[config.mk]
export PLATFORM = sky130hd
export DESIGN_NAME = sc_bitstream_gen
export DESIGN_NICKNAME = d
export VERILOG_FILES = /design/src/rtl/sc_pkg.sv /design/src/rtl/lfsr.sv /design/src/rtl/sc_bitstream_gen.sv
export VERILOG_INCLUDE_DIRS = /design/src /design/src/rtl
export SDC_FILE = /design/constraint.sdc
export NUM_CORES = 1
export LEC_CHECK = 0
export CORE_MARGIN = 3
export CORE_UTILIZATION = 40
export CTS_CLUSTER_DIAMETER = 80
export DETAILED_ROUTE_END_ITERATION = 7
export HOLD_SLACK_MARGIN = 0.02
export MAX_ROUTING_LAYER = met4
export PLACE_DENSITY_LB_ADDON = 0.25
export SKIP_LAST_GASP = 1
export SLEW_MARGIN = 5
export SYNTH_ARGS = -nofsm -noshare
export SYNTH_HDL_FRONTEND = slang
export SYNTH_SLANG_ARGS = --single-unit
[constraint.sdc]
create_clock -name clock -period 2.24 [get_ports clock]
set_input_delay 0.224 -clock clock [delete_from_list [all_inputs] [get_ports clock]]
set_output_delay 0.224 -clock clock [all_outputs]
set_load 0.03 [all_outputs]
[src/rtl/sys_defs.svh]
`ifndef SYS_DEFS_SVH
`define SYS_DEFS_SVH
`define BIN_LEN 8
`endif

[src/rtl/sc_pkg.sv]
// sc_pkg: shared types, constants and helpers for the stochastic bitstream generator.
`include "sys_defs.svh"
package sc_pkg;
   localparam int BIN_LEN = `BIN_LEN;
   localparam int unsigned SEED_DEFAULT = 1;
   typedef enum logic {IDLE, STREAM} sc_gen_state_t;
   function automatic logic is_lockup_seed(input logic [31:0] seed, input int width);
      logic [31:0] mask;
      mask = (width >= 32) ? '1 : (32'd1 << width) - 32'd1;
      return (seed & mask) == mask;
   endfunction
   // Maximal-length tap masks; tap n of the classic tables sits at bit n-1.
   function automatic logic [31:0] lfsr_taps(input int width);
      case (width)
         3:       return 32'h0000_0006;
         4:       return 32'h0000_000C;
         5:       return 32'h0000_0014;
         6:       return 32'h0000_0030;
         7:       return 32'h0000_0060;
         9:       return 32'h0000_0110;
         10:      return 32'h0000_0240;
         11:      return 32'h0000_0500;
         12:      return 32'h0000_0829;
         13:      return 32'h0000_100D;
         14:      return 32'h0000_2015;
         15:      return 32'h0000_6000;
         16:      return 32'h0000_D008;
         default: return 32'h0000_00B8;
      endcase
   endfunction
endpackage

[src/rtl/lfsr.sv]
// LFSR: Fibonacci XNOR shift register of maximal length; all-ones is the lock-up state.
module LFSR #(
   parameter int WIDTH = sc_pkg::BIN_LEN
) (
   input  logic             clock,
   input  logic             enable,
   input  logic             init,
   input  logic [WIDTH-1:0] init_val,
   output logic [WIDTH-1:0] out_val
);
   localparam logic [WIDTH-1:0] TAPS = WIDTH'(sc_pkg::lfsr_taps(WIDTH));
   logic [WIDTH-1:0] state_q, state_d;
   always_comb begin
      state_d = !enable ? state_q : init ? init_val : {state_q[WIDTH-2:0], ~^(state_q & TAPS)};
   end
   always_ff @(posedge clock) begin
      state_q <= state_d;
   end
   assign out_val = state_q;
endmodule

[src/rtl/sc_bitstream_gen.sv]
// sc_bitstream_gen: turns an unsigned operand into a unipolar stochastic bitstream
// by comparing it against a freshly seeded LFSR, counting the ones it emits.
module sc_bitstream_gen #(
   parameter int          BIN_LEN      = sc_pkg::BIN_LEN,
   parameter int unsigned SEED_DEFAULT = sc_pkg::SEED_DEFAULT
) (
   input  logic               clock,
   input  logic               reset_n,
   input  logic               in_valid,
   output logic               in_ready,
   input  logic [BIN_LEN-1:0] in_value,
   input  logic [BIN_LEN-1:0] in_seed,
   input  logic [BIN_LEN-1:0] in_len,
   output logic               out_valid,
   input  logic               out_ready,
   output logic               out_bit,
   output logic               out_last,
   output logic [BIN_LEN-1:0] ones_count
);
   import sc_pkg::*;
   sc_gen_state_t state_q, state_d;
   logic [BIN_LEN-1:0] value_q, value_d, len_q, len_d, count_q, count_d, ones_q, ones_d;
   logic [BIN_LEN-1:0] lfsr_out, init_val;
   logic accept, fire, lfsr_en;
   LFSR #(.WIDTH(BIN_LEN)) u_lfsr (
      .clock    (clock),
      .enable   (lfsr_en),
      .init     (accept),
      .init_val (init_val),
      .out_val  (lfsr_out)
   );
   always_comb begin
      in_ready   = state_q == IDLE;
      out_valid  = state_q == STREAM;
      out_bit    = out_valid && (lfsr_out < value_q);
      out_last   = out_valid && (count_q == len_q - BIN_LEN'(1));
      ones_count = ones_q;
      accept     = in_valid && in_ready;
      fire       = out_valid && out_ready;
      lfsr_en    = accept || fire;
      init_val   = is_lockup_seed(32'(in_seed), BIN_LEN) ? BIN_LEN'(SEED_DEFAULT) : in_seed;
      state_d    = accept ? STREAM : (fire && out_last) ? IDLE : state_q;
      value_d    = accept ? in_value : value_q;
      len_d      = accept ? ((in_len == '0) ? '1 : in_len) : len_q;
      count_d    = accept ? '0 : fire ? count_q + BIN_LEN'(1) : count_q;
      ones_d     = accept ? '0 : fire ? ones_q + BIN_LEN'(out_bit) : ones_q;
   end
   always_ff @(posedge clock or negedge reset_n) begin
      if (!reset_n) begin
         state_q <= IDLE;
         value_q <= '0;
         len_q   <= '0;
         count_q <= '0;
         ones_q  <= '0;
      end else begin
         state_q <= state_d;
         value_q <= value_d;
         len_q   <= len_d;
         count_q <= count_d;
         ones_q  <= ones_d;
      end
   end
endmodule

==> results.rst <==
.. list-table::
   :header-rows: 1

   * - Metric
     - Value
   * - Critical path data required time
     - ~2.0 ns
   * - Max Cap Viol
     - 0
   * - Gp weighted congestion
     - 0.792
   * - Worst stage delay on the critical path
     - between 0.5 and 0.6 ns
   * - Pins Over Slew Limit
     - 0
   * - Share of cells above drive strength 1
     - roughly a fifth
   * - Post-synthesis area per instance
     - 10.5 um^2
   * - Total congestion overflow after global routing
     - 0
   * - Initial Utilization
     - between 40% and 50%
   * - Global-route wire length before repair
     - 7.63 mm
   * - CTS Buffer Depth
     - 2
   * - Number of input and output port buffers inserted
     - 39
   * - Drt initial violations
     - 67
   * - Clock Sink Count
     - 41
   * - Portion of the clock cycle consumed by the worst path in the final layout
     - 104%
   * - Flop2flop setup slack
     - -0.03 ns
   * - Area growth from synthesis to layout
     - 36.0%
   * - Number of placed I/O pins
     - 40
   * - Kind of end point of the critical path
     - primary output
   * - Routed vias
     - between 1500 and 2000
   * - Synthesized Nets
     - 245
   * - Largest fanout on the critical path
     - 2
   * - Area contributors post-synth
     - dfrtp_1, edfxtp_1, ha_1, xnor2_1, o21ai_0
   * - Distinct cell type count of the synthesized netlist
     - 38
   * - Setup slack after layout
     - -0.0999 ns
   * - Core Region
     - 5170 um^2
   * - Source-to-sink clock delay at the later pin of the worst-skew pair
     - 0.29 ns
   * - Drt via density
     - 4.98
   * - Classification of the worst-slack hold path
     - in2async
   * - Drc violations
     - 0
   * - TritonCTS clock tree
     - yes
   * - Failing checks
     - setup timing
   * - Number of endpoints failing setup at the final stage
     - 2
   * - Detail Route Antenna Nets
     - 0
   * - Number of nets in the layout
     - 305
   * - Critical Path, Cell by Cell
     - or4_4 > nor2_4 > xnor2_1 > nor4_2 > and3_1 > buf_6
   * - Netlist Area Pre-Place
     - 2150 um^2
   * - Die Y
     - 79.4 um
   * - Post-layout utilization of the core
     - 56.6%
   * - Area fraction of the dominant cell type after synthesis
     - 38.3%
   * - Yosys top cell by area
     - dfrtp_1
   * - Crit path buffers/inverters
     - 1
   * - Peak supply drop
     - about 0.00043 V
   * - Least-Margin Pin Slew
     - 0.433 ns
   * - RSZ-0062 raised after global routing
     - true
   * - Post-Route Skew
     - 0.00598 ns
   * - Cell at the root of the clock tree
     - clkbuf_8
   * - Number of antenna violations at the first check in global routing
     - 0
   * - Crit path kind
     - reg2out
   * - Synthesized instance count
     - approximately 200
   * - Clock buffer count from CTS
     - 5
   * - Die ar.
     - 6300 um^2
   * - Final Hold Viols
     - 0
   * - Routed wire length per instance
     - around 14 um
   * - Worst slew margin
     - a little under three quarters
   * - Sequential cell area in the final layout
     - 1070 um^2
   * - Met1 Track Usage GR
     - around a fifth
   * - Row count
     - 26
   * - Final critical delay including setup and external delays
     - 2.34 ns
   * - Startpoint types
     - register
   * - CTS H-tree depth
     - 2
   * - Initial DRT Pass Iterations
     - 4
   * - Yosys reg bits
     - 41
   * - DPL Wire Length
     - 3.38 mm
   * - Slowest stage cell on the critical path
     - or4_4
   * - Number of global-route vias before repair
     - about 1700
   * - Warning count from the yosys run
     - 0
   * - Met3 Use GR
     - approximately 2.7%
   * - Area occupied by multi-input gates
     - between 1000 and 1500 um^2
   * - Overall fraction of global-route tracks in use
     - 15.8%
   * - Run status
     - finished with violations
   * - CP top delay family
     - simple AND/OR/NAND/NOR gates
   * - Part of the Yosys area used for sequential elements
     - 49.5%
   * - Leakage
     - 1.20 nW
   * - Total of hold buffers inserted after clock tree synthesis
     - 0
   * - GR peak layer
     - met2
   * - Total wirelength of the detailed-routed design
     - 4.56 mm
   * - Pwr Density
     - approximately 1000 nW/um^2
   * - Worst hold margin
     - 0.331 ns
   * - Inserted Diodes
     - 0
   * - Pre-CTS setup slack
     - -0.0937 ns
   * - Die X
     - 79.4 um
   * - Clock-pin slew of the registers on the worst-case setup and hold paths
     - 0.08 ns
   * - Highest achievable clock rate
     - 427 MHz
   * - Count of filler cells inserted in the layout
     - 448
   * - Worst Path Arrival
     - 2.12 ns
   * - Met2 global-route usage
     - 25.5%
   * - Largest net degree at the start of global routing
     - 34
-- power by group --
| part | leakage (nW) | internal (W) | switching [W] |
|---|---|---|---|
| Clock | 0.0439 | 0.000215 | 0.000264 |
| Sequential | 0.481 | 0.00100 | 0.000208 |
| Combinational | 0.677 | 0.000692 | 0.000629 |
| Total | 1.20 | 0.00191 | 0.00110 |
-- worst paths after layout --
check,cells past startpoint,from,endpoint
setup reg to reg,10,u_lfsr.out_val[5]$_DFFE_PP_,ones_count[6]$_DFFE_PN0P_
setup / recovery,6,len_q[2]$_DFFE_PN0P_,out_last
min in group clock,1,ones_count[7]$_DFFE_PN0P_,ones_count[7]$_DFFE_PN0P_
max in group asynchronous,2,reset_n,out_valid$_DFFE_PN0P_
hold / removal,2,reset_n,len_q[0]$_DFFE_PN0P_
hold reg to reg,1,ones_count[7]$_DFFE_PN0P_,ones_count[7]$_DFFE_PN0P_
-- placed cells by master, fill, tap and decap left out, types with 2 or more instances in the layout --
| cell | n |
|---|---|
| dfrtp_1 | 31 |
| and3_1 | 3 |
| o21ai_1 | 2 |
| buf_4 | 20 |
| clkdlybuf4s50_1 | 37 |
| edfxtp_1 | 8 |
| a21oi_1 | 3 |
| dfrtp_2 | 2 |
| clkinv_2 | 2 |
| a21o_1 | 2 |
| nand2b_1 | 2 |
| o22a_1 | 4 |
| nor2_1 | 14 |
| ha_1 | 7 |
| clkbuf_8 | 5 |
| nand2_1 | 22 |
| or4_4 | 2 |
| nand3_1 | 7 |
| xnor2_1 | 14 |
| xor2_1 | 5 |
| mux2i_1 | 2 |
| nand4_1 | 4 |
| a21oi_2 | 3 |
| a31oi_1 | 3 |
| o21ai_0 | 16 |
| ha_4 | 4 |
| a22o_1 | 10 |
| inv_1 | 12 |
-- timing repair --
| action | 4_1_cts | 5_1_grt |
|---|---|---|
| endpoints found under the setup margin | 2 | 5 |
| buffers inserted | 6 | 3 |
| pin swaps | 1 | 3 |
| resized for setup | 1 | 7 |
-- per-stage QoR --
step	instances	power [W]	TNS [ns]	area, um^2
2_1_floorplan	206	0.00207	-0.193	2210
3_3_place_gp	322	0.00245	0	2760
3_5_place_dp	322	0.00247	-0.0937	2760
4_1_cts	336	0.00300	-0.195	2890
5_1_grt	337	0.00324	-0.320	2930
6_report	337	0.00301	-0.128	2930
-- kinds of logic (layout without fill, tap and decap cells) --
group	Yosys count	in the layout	share of synthesized area, %
XOR/XNOR	19	19	7.73
AND/OR/NAND/NOR	69	69	17.4
adder cells (fa/ha/maj)	11	11	6.39
multiplexers	2	2	0.930
buffers and inverters	17	78	2.96
AO/OA/AOI/OAI	47	47	15.1
flip-flops	41	41	49.5
-- synth_stat cells --
library cell / count
or4_1: 1
o21ai_4: 1
o22a_2: 1
and3_1: 3
nor4_2: 1
inv_1: 12
and2_1: 1
nor4_1: 1
xnor2_1: 14
a21oi_2: 2
nor4b_1: 1
xor2_1: 5
nand3_1: 8
clkbuf_1: 5
a22o_1: 10
nor2b_1: 1
o22a_1: 4
nand2_1: 22
and4_1: 1
and2b_2: 1
nand2b_1: 2
edfxtp_1: 8
a31oi_1: 4
a21o_1: 2
a21oi_1: 4
nor4_4: 1
o21ai_0: 18
a211o_1: 1
or3_1: 1
mux2i_1: 2
nor3_1: 1
or4_4: 2
nand4_1: 4
nor2_1: 15
dfrtp_1: 33
nor2_4: 1
ha_1: 11
nand3b_1: 1
-- sequential cells by signal, summed over array words and instances (netlist names) --
name / count
count_q: 8
ones_count: 8
out_valid: 1
u_lfsr.out_val: 8
len_q: 8
value_q: 8
-- area by class of cell --
| class | count | share of cell area (%) |
|---|---|---|
| multi-input cells | 148 | 37.9 |
| inverters | 12 | 1.54 |
| repair buffers | 58 | 18.2 |
| flip-flops and latches | 41 | 36.5 |
| well taps | 70 | 2.99 |
| clock inverters | 3 | 0.598 |
| clock buffers | 5 | 2.35 |
-- metal layers --
metal,vias up,share of wire [%]
met3,5,3.4
li1,854,-
met1,790,47
met2,28,49
met4,0,0.99
met5,-,0
Power figures use the tool's default switching activity.
